--- config.mk ---
export PLATFORM = sky130hd
export DESIGN_NAME = fft_modulus_fifo_reader
export DESIGN_NICKNAME = d
export VERILOG_FILES = /design/src/rtl/fft_modulus_fifo_reader.sv
export SDC_FILE = /design/constraint.sdc
export NUM_CORES = 1
export LEC_CHECK = 0
export ABC_AREA = 1
export BUFFER_PORTS_ARGS = -buffer_cell sky130_fd_sc_hd__buf_2
export CAP_MARGIN = 20
export CORE_MARGIN = 3
export CORE_UTILIZATION = 50
export DETAILED_ROUTE_END_ITERATION = 10
export PLACE_DENSITY = 0.8
export SYNTH_ARGS = -nofsm -noshare
export SYNTH_HDL_FRONTEND = slang
export SYNTH_SLANG_ARGS = --single-unit
export TNS_END_PERCENT = 50
--- constraint.sdc ---
create_clock -name clk -period 6.31 [get_ports clk]
set_clock_uncertainty 0.2 [all_clocks]
set_input_delay 0.631 -clock clk [delete_from_list [all_inputs] [get_ports clk]]
set_output_delay 0.631 -clock clk [all_outputs]
set_load 0.03 [all_outputs]
--- src/rtl/fft_modulus_fifo_reader.sv ---
// Drains the FFT modulus prefetch FIFO frame by frame. It converts each squared modulus into a
// saturated magnitude stream and reports the peak bin and any length error for each frame.
module fft_modulus_fifo_reader #(
    parameter int FRAME_LEN = 8192,
    parameter int OUT_W     = 16,
    parameter int SHIFT     = 16
) (
    input  logic             clk,
    input  logic             rst,
    input  logic             enable,
    output logic             fifo_rd_en,
    input  logic             fifo_rd_vld,
    input  logic [72:0]      fifo_rd_data,
    output logic             m_valid,
    input  logic             m_ready,
    output logic [OUT_W-1:0] m_mag,
    output logic [12:0]      m_bin,
    output logic             m_last,
    output logic             peak_vld,
    output logic [12:0]      peak_bin,
    output logic [58:0]      peak_mag,
    output logic             len_err,
    output logic [15:0]      frame_cnt,
    output logic             busy
);

    typedef enum logic [1:0] {IDLE, SYNC, RUN, DRAIN} state_t;

    localparam logic [13:0] LEN_W14  = 14'(FRAME_LEN);
    localparam logic [12:0] LAST_BIN = 13'(FRAME_LEN - 1);

    state_t      state, state_nxt;
    logic        first_p0;
    logic [58:0] max_mag_p0;
    logic [12:0] max_bin_p0;
    logic [13:0] cnt_p0;
    logic        err_p0;

    logic        word_last;
    logic [12:0] word_bin;
    logic [58:0] word_mod;
    logic        in_frame;
    logic        pop_frame;
    logic        take_max;
    logic [58:0] max_mag_nxt;
    logic [12:0] max_bin_nxt;
    logic        bin_bad;
    logic        frame_bad;

    function automatic logic [OUT_W-1:0] sat_mag(input logic [58:0] mod);
        logic [58:0] s;
        s = mod >> SHIFT;
        if ((s >> OUT_W) != 59'd0)
            sat_mag = {OUT_W{1'b1}};
        else
            sat_mag = s[OUT_W-1:0];
    endfunction

    assign word_last = fifo_rd_data[72];
    assign word_bin  = fifo_rd_data[71:59];
    assign word_mod  = fifo_rd_data[58:0];

    assign in_frame   = (state == RUN) || (state == DRAIN);
    assign fifo_rd_en = fifo_rd_vld && ((state == SYNC) || (in_frame && (!m_valid || m_ready)));
    assign pop_frame  = fifo_rd_en && in_frame;
    assign busy       = (state != IDLE);

    // The first word of a frame always wins; after that only a strictly larger value wins, so the lowest bin keeps ties.
    assign take_max    = first_p0 || (word_mod > max_mag_p0);
    assign max_mag_nxt = take_max ? word_mod : max_mag_p0;
    assign max_bin_nxt = take_max ? word_bin : max_bin_p0;
    assign bin_bad     = {1'b0, word_bin} != cnt_p0;
    assign frame_bad   = err_p0 || bin_bad || ((cnt_p0 + 14'd1) != LEN_W14) || (word_bin != LAST_BIN);

    always_comb begin
        state_nxt = state;
        unique case (state)
            IDLE:  if (enable) state_nxt = SYNC;
            SYNC: begin
                if (!enable)                      state_nxt = IDLE;
                else if (fifo_rd_en && word_last) state_nxt = RUN;
            end
            RUN: begin
                if (pop_frame && word_last) state_nxt = enable ? RUN : IDLE;
                else if (!enable)           state_nxt = DRAIN;
            end
            DRAIN: begin
                if (pop_frame && word_last) state_nxt = IDLE;
                else if (enable)            state_nxt = RUN;
            end
            default: state_nxt = IDLE;
        endcase
    end

    // Stage p0: output register, running frame statistics and per-frame summary
    always_ff @(posedge clk) begin
        if (rst) begin
            state      <= IDLE;
            m_valid    <= 1'b0;
            m_mag      <= '0;
            m_bin      <= '0;
            m_last     <= 1'b0;
            peak_vld   <= 1'b0;
            peak_bin   <= '0;
            peak_mag   <= '0;
            len_err    <= 1'b0;
            frame_cnt  <= '0;
            first_p0   <= 1'b1;
            max_mag_p0 <= '0;
            max_bin_p0 <= '0;
            cnt_p0     <= '0;
            err_p0     <= 1'b0;
        end else begin
            state    <= state_nxt;
            peak_vld <= 1'b0;
            len_err  <= 1'b0;
            if (pop_frame) begin
                m_valid <= 1'b1;
                m_mag   <= sat_mag(word_mod);
                m_bin   <= word_bin;
                m_last  <= word_last;
                if (word_last) begin
                    peak_vld  <= 1'b1;
                    peak_bin  <= max_bin_nxt;
                    peak_mag  <= max_mag_nxt;
                    len_err   <= frame_bad;
                    frame_cnt <= frame_cnt + 16'd1;
                    first_p0  <= 1'b1;
                    cnt_p0    <= '0;
                    err_p0    <= 1'b0;
                end else begin
                    first_p0   <= 1'b0;
                    max_mag_p0 <= max_mag_nxt;
                    max_bin_p0 <= max_bin_nxt;
                    cnt_p0     <= cnt_p0 + 14'd1;
                    err_p0     <= err_p0 || bin_bad;
                end
            end else if (m_ready) begin
                m_valid <= 1'b0;
            end
            // Outside a frame, re-arm so that the first word popped after SYNC starts a fresh frame.
            if (!in_frame) begin
                first_p0 <= 1'b1;
                cnt_p0   <= '0;
                err_p0   <= 1'b0;
            end
        end
    end

endmodule
# After elaboration in Yosys (flattened, before gate mapping)
# Cells that the tools add are included.
# word_totals
regBits,211
in_bits,78
word_cells,71
out_inout_bits,123
# op_classes
reduce_logical,23
n_eq_ne,10
mux,17
add_sub_neg,2
bitwise_logic,3
order_cmp,1
# op_table
op,n
59-bit > comparator,1
59-bit 2-to-1 mux,1
59-bit nonzero test,1
"16-bit by 1-bit adder with 16-bit output, second input constant",1
16-bit 2-to-1 mux,1
2-bit 2-to-1 mux,8
"14-bit by 1-bit adder with 14-bit output, second input constant",1
14-bit 2-to-1 mux,1
13-bit by 14-bit != test with 1-bit output,1
"14-bit != test, second input constant",1
13-bit 2-to-1 mux,1
"13-bit != test, second input constant",1
"3-bit by 2-bit != test with 1-bit output, second input constant",3
2-bit one-hot mux with 4 select lines,1
1-bit logical OR,7
1-bit logical AND,5
"2-bit == test, second input constant",2
1-bit 2-to-1 mux,4
2-bit AND reduction,2
4-bit AND reduction,1
2-bit nonzero test,2
2-bit OR reduction,2
1-bit NOT,3
3-bit OR reduction,1
other kinds (4),4

# Depth between registers and ports, before layout
# Gate-level depths: netlist (run 1).
# depth
word_depth,9
ltp_mapped,19
mapped_depth_nobuf,18

# Worst setup path before layout (run 1)
# Ideal clock, no wire load.
# synth_path
path_type,input to register
start,input fifo_rd_data[58]
end,register max_bin_p0[11]
setup_slack_ns,3.782
t_required_ns,5.984
t_arrival_ns,2.202
cell_stages,16
setup_time_ns,0.126
path_buffers,2
path_cell_list,ha_1 -> nand2_1 -> nor2_1 -> nand3_1 -> nor2_2 -> nand2_1 -> nor2_1 -> nand2_1 -> nand2_1 -> nand2_4 -> nand2_4 -> buf_6 -> buf_6 -> nand2_1 -> nand3_1 -> o21ai_1
# synth_via
elab_chain_cells,3
# synth_rtl
item,line_no,text
from (decl),13,"input logic [72:0] fifo_rd_data,"
59-bit > comparator,69,assign take_max = first_p0 || (word_mod > max_mag_p0);
1-bit logical OR,69,
13-bit 2-to-1 mux,71,assign max_bin_nxt = take_max ? word_bin : max_bin_p0;
to (signal assigned),134,max_bin_p0 <= max_bin_nxt;
to (decl),35,logic [12:0] max_bin_p0;
# Every way passes these cells.
# A chain may end at the register's enable or synchronous reset.

# Final worst setup path (run 1)
# layout_path
start,register max_mag_p0[38]
end,register peak_mag[34]
# layout_via
elab_chain_cells,3
# layout_rtl
item,line_no,text
from (decl),34,logic [58:0] max_mag_p0;
from (signal assigned),133,max_mag_p0 <= max_mag_nxt;
59-bit > comparator,69,
1-bit logical OR,69,
59-bit 2-to-1 mux,70,assign max_mag_nxt = take_max ? word_mod : max_mag_p0;
to (signal assigned),125,peak_mag <= max_mag_nxt;
to (decl),21,"output logic [58:0] peak_mag,"
# Every way passes these cells.

==> results of run 1 <==
-- cell families after synthesis --
group	after synthesis	share of synthesized area, %
AO/OA/AOI/OAI	286	14.4
XOR/XNOR	10	0.749
adder cells (fa/ha/maj)	62	6.63
buffers and inverters	377	13.2
flip-flops	211	36.1
AND/OR/NAND/NOR	759	29.0
-- registers in the layout, summed over array words and instances, names as in the netlist --
signal,count
peak_bin,13
peak_vld,1
m_bin,13
state,2
frame_cnt,16
m_valid,1
first_p0,1
err_p0,1
peak_mag,59
len_err,1
max_bin_p0,13
m_last,1
cnt_p0,14
m_mag,16
max_mag_p0,59
-- cell usage in the layout (no fill, tap or decap), drive strengths merged --
cell type  instances
ha                62
a22oi              1
o22ai              4
clkinv             7
buf              213
nor3              12
or2                1
a31oi             16
dfxtp            211
and2               2
a211oi             3
a21o               4
xor2               9
nor2              61
o31ai              1
xnor2              1
inv              277
o21a              74
a21oi             61
a32oi              2
nand2            349
a221oi             1
nor3b              1
clkbuf            37
nand3b             2
nand4             15
nand3            309
o21ai            118
nor4               7
o211ai             1
-- report_power, final --
| part | total (uW) | internal, uW | leakage [uW] | switching (uW) |
|---|---|---|---|---|
| Sequential | 1400 | 1380 | 0.00170 | 24.8 |
| Combinational | 460 | 142 | 0.00448 | 318 |
| Clock | 1310 | 751 | 0.000362 | 555 |
-- Yosys cell counts (all sizes together) (7+ instances only) --
cell    number
nor2        61
clkbuf      45
o21a        74
nand2      349
dfxtp      211
nand4       15
a31oi       16
inv        278
nor4         7
nand3      309
buf         54
a21oi       61
xor2         9
ha          62
o21ai      118
nor3        12
-- area by class of cell --
class	instances	area [um^2]	area share [%]
multi-input cells	1117	5940	44.1
flip-flops and latches	211	4220	31.3
repair buffers	213	1150	8.51
inverters	278	1050	7.79
clock buffers	37	689	5.11
well taps	313	392	2.90
clock inverters	6	41.3	0.306
-- critical path: stages, from the launching register on --
cell,delay (ns)
dfxtp_1,0.33
inv_1,0.07
ha_1,0.29
nand2_1,0.06
inv_1,0.07
nand3_1,0.07
nor3_1,0.40
nor3b_1,0.42
nand2_1,0.16
nand2_4,0.52
nand2_4,0.59
buf_4,0.49
nand2_1,0.11
nand3_1,0.10
nand2_1,0.09
inv_1,0.05
-- through the flow --
step                cells  setup WS (ns)
floorplan            1705           3.78
global placement     2128           1.76
detailed placement   2128           1.78
CTS                  2171           2.15
global route         2175           1.71
finish               2175           2.14
-- metal layers --
layer  share of wire, %  track usage, %
met5                  0               0
met1                 45            32.1
met3                7.1            4.40
met4                2.1            5.81
met2                 46            39.9
-- worst min-delay path by stage --
stage | startpoint | endpoint | slack [ns] | cells past startpoint
2_1_floorplan | err_p0$_SDFFE_PP0P_ | err_p0$_SDFFE_PP0P_ | 0.25 | 2
4_1_cts | fifo_rd_data[27] | m_mag[11]$_SDFFE_PP0P_ | 0.21 | 3
5_1_grt | fifo_rd_data[31] | m_mag[15]$_SDFFE_PP0P_ | 0.22 | 3
3_5_place_dp | frame_cnt[12]$_SDFFE_PP0P_ | frame_cnt[12]$_SDFFE_PP0P_ | 0.25 | 2
6_report | fifo_rd_data[27] | m_mag[11]$_SDFFE_PP0P_ | 0.23 | 3
3_3_place_gp | frame_cnt[12]$_SDFFE_PP0P_ | frame_cnt[12]$_SDFFE_PP0P_ | 0.25 | 2
==> flow_metrics.env, run 1 <==
export IMPL_ys_warn_count=0
export IMPL_rsz0062_at_grt="no"
export IMPL_cts_sinks=211
export IMPL_cts_buffers=24
export IMPL_grt_usage_pct=23.9
export IMPL_fmax_mhz=240
export IMPL_syn_nets=1845
export IMPL_start_kind="register"
export IMPL_ys_ff_latch=211
export IMPL_synth_top_area_cell="dfxtp_1"
export IMPL_die_w_um=159
export IMPL_synthCells=1705
export IMPL_fillCellCount=2137
export IMPL_ioPinCount=201
export IMPL_max_cap_violations=0
export IMPL_clk_latency_ns=0.51
export IMPL_antenna_found_initial=0
export IMPL_cp_end_kind="register"
export IMPL_p_leak_uw=0.00654
export IMPL_diodes=0
export IMPL_crit_required_ns=6.51
export IMPL_hold_violations=0
export IMPL_avgSynthCellArea_um2=6.86
export IMPL_clk_pin_slew_ns=0.06
export IMPL_fp_dieH_um=159
export IMPL_endpoint="peak_mag[34]$_SDFFE_PP0P_"
export IMPL_final_antenna_net_count=0
export IMPL_synth_top_area_share_pct=36.1
export IMPL_cts_root_buf="clkbuf_16"
export IMPL_postRouteWirelength_um=31400
export IMPL_via_count=11500
export IMPL_drt_iter0_drc=954
export IMPL_fin_util_pct=59.0
export IMPL_layout_drive_gt1_share_pct=14.3
export IMPL_yosysSeqAreaShare_pct=36.1
export IMPL_post_cts_setup_buffers=0
export IMPL_final_nets=1985
export IMPL_first_pass_iters=5
export IMPL_hpwl_um=21200
export IMPL_criticalPathCategory="reg -> reg"
export IMPL_worst_pin_slew_ns=0.986
export IMPL_gp_congestion=0.868
export IMPL_numPortBuffers=200
export IMPL_whs_ns=0.227
export IMPL_timing_rr_start="max_mag_p0[38]$_SDFFE_PP0P_"
export IMPL_clockBufferDepth=3
export IMPL_synth_area_um2=11700
export IMPL_synthFlopType="dfxtp_1"
export IMPL_viasPerCell=5.31
export IMPL_finalSetupViolCount=0
export IMPL_status="finished clean"
export IMPL_tns_ns=0
export IMPL_hold_path_class="in -> reg"
export IMPL_async_flop_share_pct=0
export IMPL_yosys_top_cells_area="dfxtp_1 (36%), nand3_1 (13%), nand2_1 (11%), inv_1 (8.8%), ha_1 (6.6%)"
export IMPL_power_density_nw_per_um2=235
export IMPL_cts_hold_buffers=0
export IMPL_cp_max_fo=65
export IMPL_timing_final_crit_share_pct=66.1
export IMPL_irDropWorstVdd_uv=167
export IMPL_grt_pass1_wl_um=52200
export IMPL_start_util_pct=51.2
export IMPL_synth_edf_count=0
export IMPL_r2r_setup_slack_ns=2.14
export IMPL_crit_path_start="max_mag_p0[38]$_SDFFE_PP0P_"
export IMPL_ctsResizeCount=0
export IMPL_grt_pass1_vias=10900
export IMPL_fin_area_um2=13500
export IMPL_synthToLayoutAreaGrowth_pct=15.2
export IMPL_critPathArrivalTime_ns=4.37
export IMPL_power_uw=3170
export IMPL_slew_violations=0
export IMPL_r2r_end="peak_mag[34]$_SDFFE_PP0P_"
export IMPL_timing_slew_headroom_pct=34.3
export IMPL_grt_max_degree=113
export IMPL_wire_per_inst_um=14.4
export IMPL_fin_crit_ns=4.17
export IMPL_h_tree_depth=1
export IMPL_tritoncts="built"
export IMPL_ys_types=40
export IMPL_gr_total_overflow=0
export IMPL_core_area_um2=22800
export IMPL_drcViolationCount=0
export IMPL_dieArea_um2=25300
export IMPL_reg2regPathDepth=15
export IMPL_rows=55
export IMPL_placed_cell_area_um2=12700
No activity file was read; power rests on OpenSTA's default activity.
==> run 2: changes to the inputs <==
--- a/config.mk
+++ b/config.mk
@@ -5,13 +5,13 @@
 export SDC_FILE = /design/constraint.sdc
 export NUM_CORES = 1
 export LEC_CHECK = 0
-export ABC_AREA = 1
+export ABC_AREA = 0
 export BUFFER_PORTS_ARGS = -buffer_cell sky130_fd_sc_hd__buf_2
 export CAP_MARGIN = 20
 export CORE_MARGIN = 3
 export CORE_UTILIZATION = 50
 export DETAILED_ROUTE_END_ITERATION = 10
-export PLACE_DENSITY = 0.8
+export PLACE_DENSITY = 0.84
 export SYNTH_ARGS = -nofsm -noshare
 export SYNTH_HDL_FRONTEND = slang
 export SYNTH_SLANG_ARGS = --single-unit
==> constraint.sdc (replaced) <==
create_clock -name clk -period 3.8 [get_ports clk]
set_clock_uncertainty 0.2 [all_clocks]
set_input_delay 0.38 -clock clk [delete_from_list [all_inputs] [get_ports clk]]
set_output_delay 0.38 -clock clk [all_outputs]
set_load 0.03 [all_outputs]
==> run 2 against run 1 <==
Against the previous run:
- critical path depth fell by 4
- first-iteration DRC count fell by 20%
- cell count fell by 17%
- synthesized area fell by 5.4%
- flip-flop and latch count did not move
- synthesized cell count fell by 24%
- non-clock buffer count rose by 75
- routed wire length rose by 3.6%
- core utilization rose by 4.5 points
- sequential power rose by 59%
- die area fell by 5.2%
- count of clock-buffer cells in the layout fell by 4
- critical endpoint unchanged
==> flow_metrics.env, run 2 <==
export IMPL_synth_area_um2=11100
export IMPL_final_antenna_net_count=0
export IMPL_yosysSeqAreaShare_pct=38.2
export IMPL_synth_xor_area_share_pct=2.14
export IMPL_grt_pass1_wl_um=51600
export IMPL_r2r_setup_slack_ns=0.44
export IMPL_slew_violations=0
export IMPL_grt_pass1_vias=10100
export IMPL_status="finished clean"
export IMPL_first_pass_iters=5
export IMPL_synthToLayoutAreaGrowth_pct=22.5
export IMPL_viasPerCell=5.90
export IMPL_synth_compound_area_share_pct=17.9
export IMPL_ys_ff_latch=211
export IMPL_rsz0062_at_grt="no"
export IMPL_cts_sinks=211
export IMPL_synth_top_area_share_pct=38.2
export IMPL_path_buf_inv=3
export IMPL_start_kind="input port"
export IMPL_die_w_um=155
export IMPL_reg2regPathDepth=10
export IMPL_ys_warn_count=0
export IMPL_start_util_pct=51.8
export IMPL_holdPathEnd="max_mag_p0[33]$_SDFFE_PP0P_"
export IMPL_grt_usage_pct=25.6
export IMPL_critPathArrivalTime_ns=3.72
export IMPL_hpwl_um=19800
export IMPL_finalSetupViolCount=0
export IMPL_hold_path_class="in -> reg"
export IMPL_layout_drive_gt1_share_pct=22.6
export IMPL_synth_top_family_by_area="simple AND/OR/NAND/NOR gates"
export IMPL_wire_per_inst_um=18.0
export IMPL_synth_fa_ha_area_share_pct=7.01
export IMPL_synth_top_area_cell="dfxtp_1"
export IMPL_via_count=10600
export IMPL_ys_types=45
export IMPL_fillCellCount=1670
export IMPL_synthCells=1301
export IMPL_drt_iter0_drc=764
export IMPL_fin_crit_ns=3.55
export IMPL_cp_max_fo=40
export IMPL_clk_latency_ns=0.50
export IMPL_avgSynthCellArea_um2=8.51
export IMPL_timing_slew_headroom_pct=39.3
export IMPL_irDropWorstVdd_uv=198
export IMPL_numPortBuffers=200
export IMPL_hold_depth=3
export IMPL_timing_rr_start="max_mag_p0[28]$_SDFFE_PP0P_"
export IMPL_synth_edf_count=0
export IMPL_slowest_stage="dlygate4sd3_1"
export IMPL_hold_start="fifo_rd_data[33]"
export IMPL_final_nets=1654
export IMPL_fp_dieH_um=155
export IMPL_h_tree_depth=1
export IMPL_r2r_end="peak_mag[34]$_SDFFE_PP0P_"
export IMPL_synthMuxAreaShare_pct=6.96
export IMPL_ctsResizeCount=0
export IMPL_synth_simple_area_share_pct=21.1
export IMPL_p_leak_uw=0.00540
export IMPL_gr_total_overflow=0
export IMPL_max_cap_violations=0
export IMPL_criticalPathCategory="in -> reg"
export IMPL_ys_top_cells_by_count="dfxtp_1 (211), nand2_1 (211), nor2_1 (121)"
export IMPL_yosys_top_cells_area="dfxtp_1 (38%), a211oi_2 (8.0%), nand2_1 (7.2%), ha_1 (7.0%), mux2i_1 (7.0%)"
export IMPL_tns_ns=0
export IMPL_postRouteWirelength_um=32500
export IMPL_rows=53
export IMPL_worst_pin_slew_ns=0.908
export IMPL_synthFlopType="dfxtp_1"
export IMPL_ioPinCount=201
export IMPL_critPathTopFamily="compound AO/OA/AOI/OAI gates"
export IMPL_slowest_delay_ns=0.55
export IMPL_hold_violations=0
export IMPL_fmax_mhz=281
export IMPL_core_area_um2=21400
export IMPL_crit_chain="dlygate4sd3_1, buf_2, ha_1, a21oi_1, o21ai_0, a221oi_1, a31oi_1, a211oi_4, or2_4, buf_12, a211oi_2"
export IMPL_clk_pin_slew_ns=0.06
export IMPL_cp_end_kind="register"
export IMPL_gp_congestion=0.887
export IMPL_power_density_nw_per_um2=340
export IMPL_tritoncts="built"
export IMPL_drcViolationCount=0
export IMPL_timing_final_crit_share_pct=93.5
export IMPL_whs_ns=0.0214
export IMPL_async_flop_share_pct=0
export IMPL_cts_root_buf="clkbuf_16"
export IMPL_crit_required_ns=3.96
export IMPL_dieArea_um2=24000
export IMPL_antenna_found_initial=2
export IMPL_clockBufferDepth=3
export IMPL_cts_buffers=23
export IMPL_syn_nets=1441
export IMPL_layout_common_cells="nand2_1 (211), dfxtp_1 (211), buf_2 (200)"
export IMPL_largest_registers="max_mag_p0 (59), peak_mag (59)"
export IMPL_grt_max_degree=157
run 2: cell types whose count changed in the layout (fill, tap and decap cells not counted), moves of 17 or more:
cell	previous run	this run
a211oi_2	0	70
dlygate4sd3_1	0	72
inv_1	273	64
mux2i_1	0	77
nand2_1	345	211
nand3_1	309	12
nor2_1	55	120
nor4_1	7	84
o21a_1	74	1
o21ai_0	54	86
o21ai_1	63	0
o221a_2	0	17
xnor2_1	1	19
run 2: final cells by class:
class / count / area [um^2] / share of cell area (%)
Antenna cell: 2 / 5.00 / 0.0369
Inverter: 65 / 249 / 1.84
Sequential cell: 211 / 4220 / 31.2
Clock inverter: 4 / 26.3 / 0.194
Timing Repair Buffer: 288 / 1930 / 14.2
Multi-Input combinational cell: 925 / 6140 / 45.3
Tap cell: 275 / 344 / 2.54
Clock buffer: 33 / 633 / 4.67
run 2: metal layers:
layer	share of wire, %	GRT usage, %	vias to the layer above	wire length [um]
met1	42	33.3	5030	13800
met5	0	0	-	0
li1	-	-	5016	-
met2	47	43.4	476	15300
met3	6.5	3.11	107	2120
met4	4.0	10.3	0	1320
run 2: where the power goes:
| part | internal (uW) | leakage [uW] | switching, uW |
|---|---|---|---|
| Sequential | 2220 | 0.00170 | 3.22 |
| Combinational | 146 | 0.00338 | 202 |
| Clock | 1150 | 0.000319 | 887 |
run 2: worst max-delay path by stage:
stage | start | to | depth (start not counted)
after global placement | fifo_rd_data[18] | peak_mag[41]$_SDFFE_PP0P_ | 10
after global routing | fifo_rd_data[25] | peak_mag[34]$_SDFFE_PP0P_ | 11
final | fifo_rd_data[18] | peak_mag[34]$_SDFFE_PP0P_ | 11
after CTS | fifo_rd_data[32] | peak_mag[25]$_SDFFE_PP0P_ | 11
after detailed placement | fifo_rd_data[18] | peak_mag[26]$_SDFFE_PP0P_ | 10
after floorplan | fifo_rd_data[58] | peak_bin[0]$_SDFFE_PP0P_ | 11
run 2: worst register-to-register path, stage by stage (launching register included):
cell and delay, ns:
dfxtp_1 0.36, inv_1 0.05, ha_1 0.28, a21oi_1 0.22, o21ai_0 0.14, a221oi_1 0.41
o31ai_1 0.20, a211oi_4 0.31, or2_4 0.52, buf_12 0.36, a211oi_2 0.18
run 2: logic make-up after synthesis:
logic type	after synthesis
multiplexers	77
XOR/XNOR	27
adder cells (fa/ha/maj)	62
flip-flops	211
buffers and inverters	165
AO/OA/AOI/OAI	258
AND/OR/NAND/NOR	501
run 2: repair_timing:
| item | 4_1_cts | 5_1_grt |
|---|---|---|
| hold endpoints to repair | 89 | 0 |
| hold buffers | 72 | 0 |
| setup endpoints to repair | 0 | 0 |
| buffers inserted | 0 | 0 |
run 2: per-stage QoR:
stage / power, uW / setup WS, ns / instance area [um^2] / instances / util [%]
finish: 4600 / 0.248 / 13600 / 1803 / 63.5
CTS: 4610 / 0.338 / 13500 / 1801 / 63.4
global placement: 2540 / 0.396 / 12200 / 1692 / 57.0
floorplan: 2420 / 1.22 / 11100 / 1301 / -
detailed placement: 2550 / 0.392 / 12200 / 1692 / 57.0
global route: 4740 / 0.152 / 13600 / 1803 / 63.5
==> run 3: changes to the inputs <==
--- a/config.mk
+++ b/config.mk
@@ -8,8 +8,10 @@
 export ABC_AREA = 0
 export BUFFER_PORTS_ARGS = -buffer_cell sky130_fd_sc_hd__buf_2
 export CAP_MARGIN = 20
+export CORE_ASPECT_RATIO = 1.1
 export CORE_MARGIN = 3
 export CORE_UTILIZATION = 50
+export CTS_CLUSTER_SIZE = 10
 export DETAILED_ROUTE_END_ITERATION = 10
 export PLACE_DENSITY = 0.84
 export SYNTH_ARGS = -nofsm -noshare
==> run 3 against run 2 <==
Against the previous run:
- maximum frequency rose by 0.19%
- via count fell by 1.3%
- final area rose by 0.34%
- critical path depth did not move
- routed wire length fell by 3.6%
- worst hold slack got worse by 0.0067 ns
- power rose by 2.1%
- critical path type unchanged
==> flow_metrics.env, run 3 (synthesis results as in run 2) <==
export IMPL_p_leak_uw=0.00541
export IMPL_clk_latency_ns=0.52
export IMPL_slew_violations=0
export IMPL_hold_violations=0
export IMPL_viasPerCell=5.80
export IMPL_cp_end_kind="register"
export IMPL_criticalPathCategory="in -> reg"
export IMPL_start_util_pct=51.4
export IMPL_drt_iter0_drc=654
export IMPL_grt_pass1_wl_um=50900
export IMPL_layout_common_cells="nand2_1 (211), dfxtp_1 (211), buf_2 (200)"
export IMPL_cts_sinks=211
export IMPL_fp_dieH_um=162
export IMPL_tritoncts="built"
export IMPL_numPortBuffers=200
export IMPL_cp_max_fo=38
export IMPL_synthToLayoutAreaGrowth_pct=22.9
export IMPL_rows=56
export IMPL_power_uw=4700
export IMPL_final_antenna_net_count=0
export IMPL_fmax_mhz=282
export IMPL_grt_usage_pct=25.2
export IMPL_gp_congestion=0.824
export IMPL_cts_root_buf="clkbuf_16"
export IMPL_fin_crit_ns=3.55
export IMPL_grt_max_degree=164
export IMPL_h_tree_depth=1
export IMPL_die_w_um=148
export IMPL_rsz0062_at_grt="no"
export IMPL_final_nets=1654
export IMPL_layout_drive_gt1_share_pct=22.5
export IMPL_critPathArrivalTime_ns=3.78
export IMPL_irDropWorstVdd_uv=317
export IMPL_tns_ns=0
export IMPL_largest_registers="max_mag_p0 (59), peak_mag (59)"
export IMPL_via_count=10500
export IMPL_gr_total_overflow=0
export IMPL_timing_final_crit_share_pct=93.3
export IMPL_hpwl_um=19900
export IMPL_hold_path_class="in -> reg"
export IMPL_drcViolationCount=0
export IMPL_worst_pin_slew_ns=1.02
export IMPL_max_cap_violations=0
export IMPL_post_cts_setup_buffers=0
export IMPL_dieArea_um2=24000
export IMPL_cts_buffers=25
export IMPL_crit_required_ns=4.04
export IMPL_first_pass_iters=5
export IMPL_ioPinCount=201
export IMPL_wire_per_inst_um=17.3
export IMPL_grt_pass1_vias=10300
export IMPL_clk_pin_slew_ns=0.06
export IMPL_start_kind="input port"
export IMPL_finalWorstSetupSlack_ns=0.254
export IMPL_post_place_ws_ns=0.306
export IMPL_clockBufferDepth=3
export IMPL_power_density_nw_per_um2=346
export IMPL_status="finished clean"
export IMPL_postRouteWirelength_um=31400
export IMPL_antenna_found_initial=2
export IMPL_core_area_um2=21500
export IMPL_timing_slew_headroom_pct=31.6
export IMPL_finalSetupViolCount=0
[run 3: cell count changes in the layout (fill, tap and decap cells not counted)]
cell | previous run | this run
clkbuf_1 | 8 | 3
buf_4 | 9 | 6
clkbuf_16 | 23 | 25
clkinv_2 | 2 | 0
buf_12 | 7 | 8
bufinv_16 | 0 | 1
clkbuf_8 | 2 | 1
clkinv_4 | 1 | 0
clkinvlp_4 | 1 | 0
inv_6 | 1 | 2
[run 3: area by class of cell]
type,instances,area (um^2)
repair buffers,286,1930
fillers,1717,7910
well taps,290,363
diodes,2,5.00
inverters,65,249
flip-flops and latches,211,4220
clock buffers,29,651
clock inverters,2,38.8
multi-input cells,925,6140
[run 3: worst paths after layout]
kind | from | to | slack (ns) | depth (start not counted)
max | fifo_rd_data[58] | max_bin_p0[2]$_SDFFE_PP0P_ | 0.25 | 11
min | fifo_rd_data[56] | max_mag_p0[56]$_SDFFE_PP0P_ | 0.01 | 3
max reg2reg | max_mag_p0[41]$_SDFFE_PP0P_ | max_bin_p0[2]$_SDFFE_PP0P_ | 0.43 | 10
min reg2reg | m_bin[10]$_SDFFE_PP0P_ | m_bin[10]$_SDFFE_PP0P_ | 0.25 | 2
[run 3: through the flow]
step           hold WS, ns  util [%]  cells  area (um^2)
6_report            0.0148      63.2   1810        13600
4_1_cts            0.00884      63.2   1808        13600
5_1_grt             0.0213      63.2   1810        13600
3_5_place_dp         0.245      56.6   1705        12200
3_3_place_gp         0.241      56.6   1705        12200
2_1_floorplan        0.235         -   1301        11100
[run 3: what timing repair did]
item,CTS,global route
endpoints found under the hold margin,97,0
hold buffers,72,0
resized for setup,0,0
[run 3: per-layer routing]
metal  share of wire, %  vias up  global-route usage, %
li1                   -     5005                      -
met3                6.3      111                   3.26
met1                 40     4957                   31.1
met2                 49      418                   44.0
met5                  0        -                      0
met4                4.6        0                   11.6
[run 3: worst max-delay path, cell delays in order]
cell and delay [ns]:
dlygate4sd3_1 0.56, buf_2 0.17, ha_1 0.37, nand4_4 0.17, nor4_4 0.39, nand3_1 0.15
a31oi_1 0.33, a211oi_4 0.10, nor4_2 0.53, buf_12 0.33, mux2i_1 0.25
[run 3: report_power, final]
| group | internal, uW | total (uW) | switching (uW) | leakage [uW] |
|---|---|---|---|---|
| Clock | 1260 | 2140 | 882 | 0.000337 |
| Sequential | 2220 | 2220 | 3.05 | 0.00170 |
| Combinational | 145 | 340 | 195 | 0.00337 |
| Total | 3620 | 4700 | 1080 | 0.00541 |
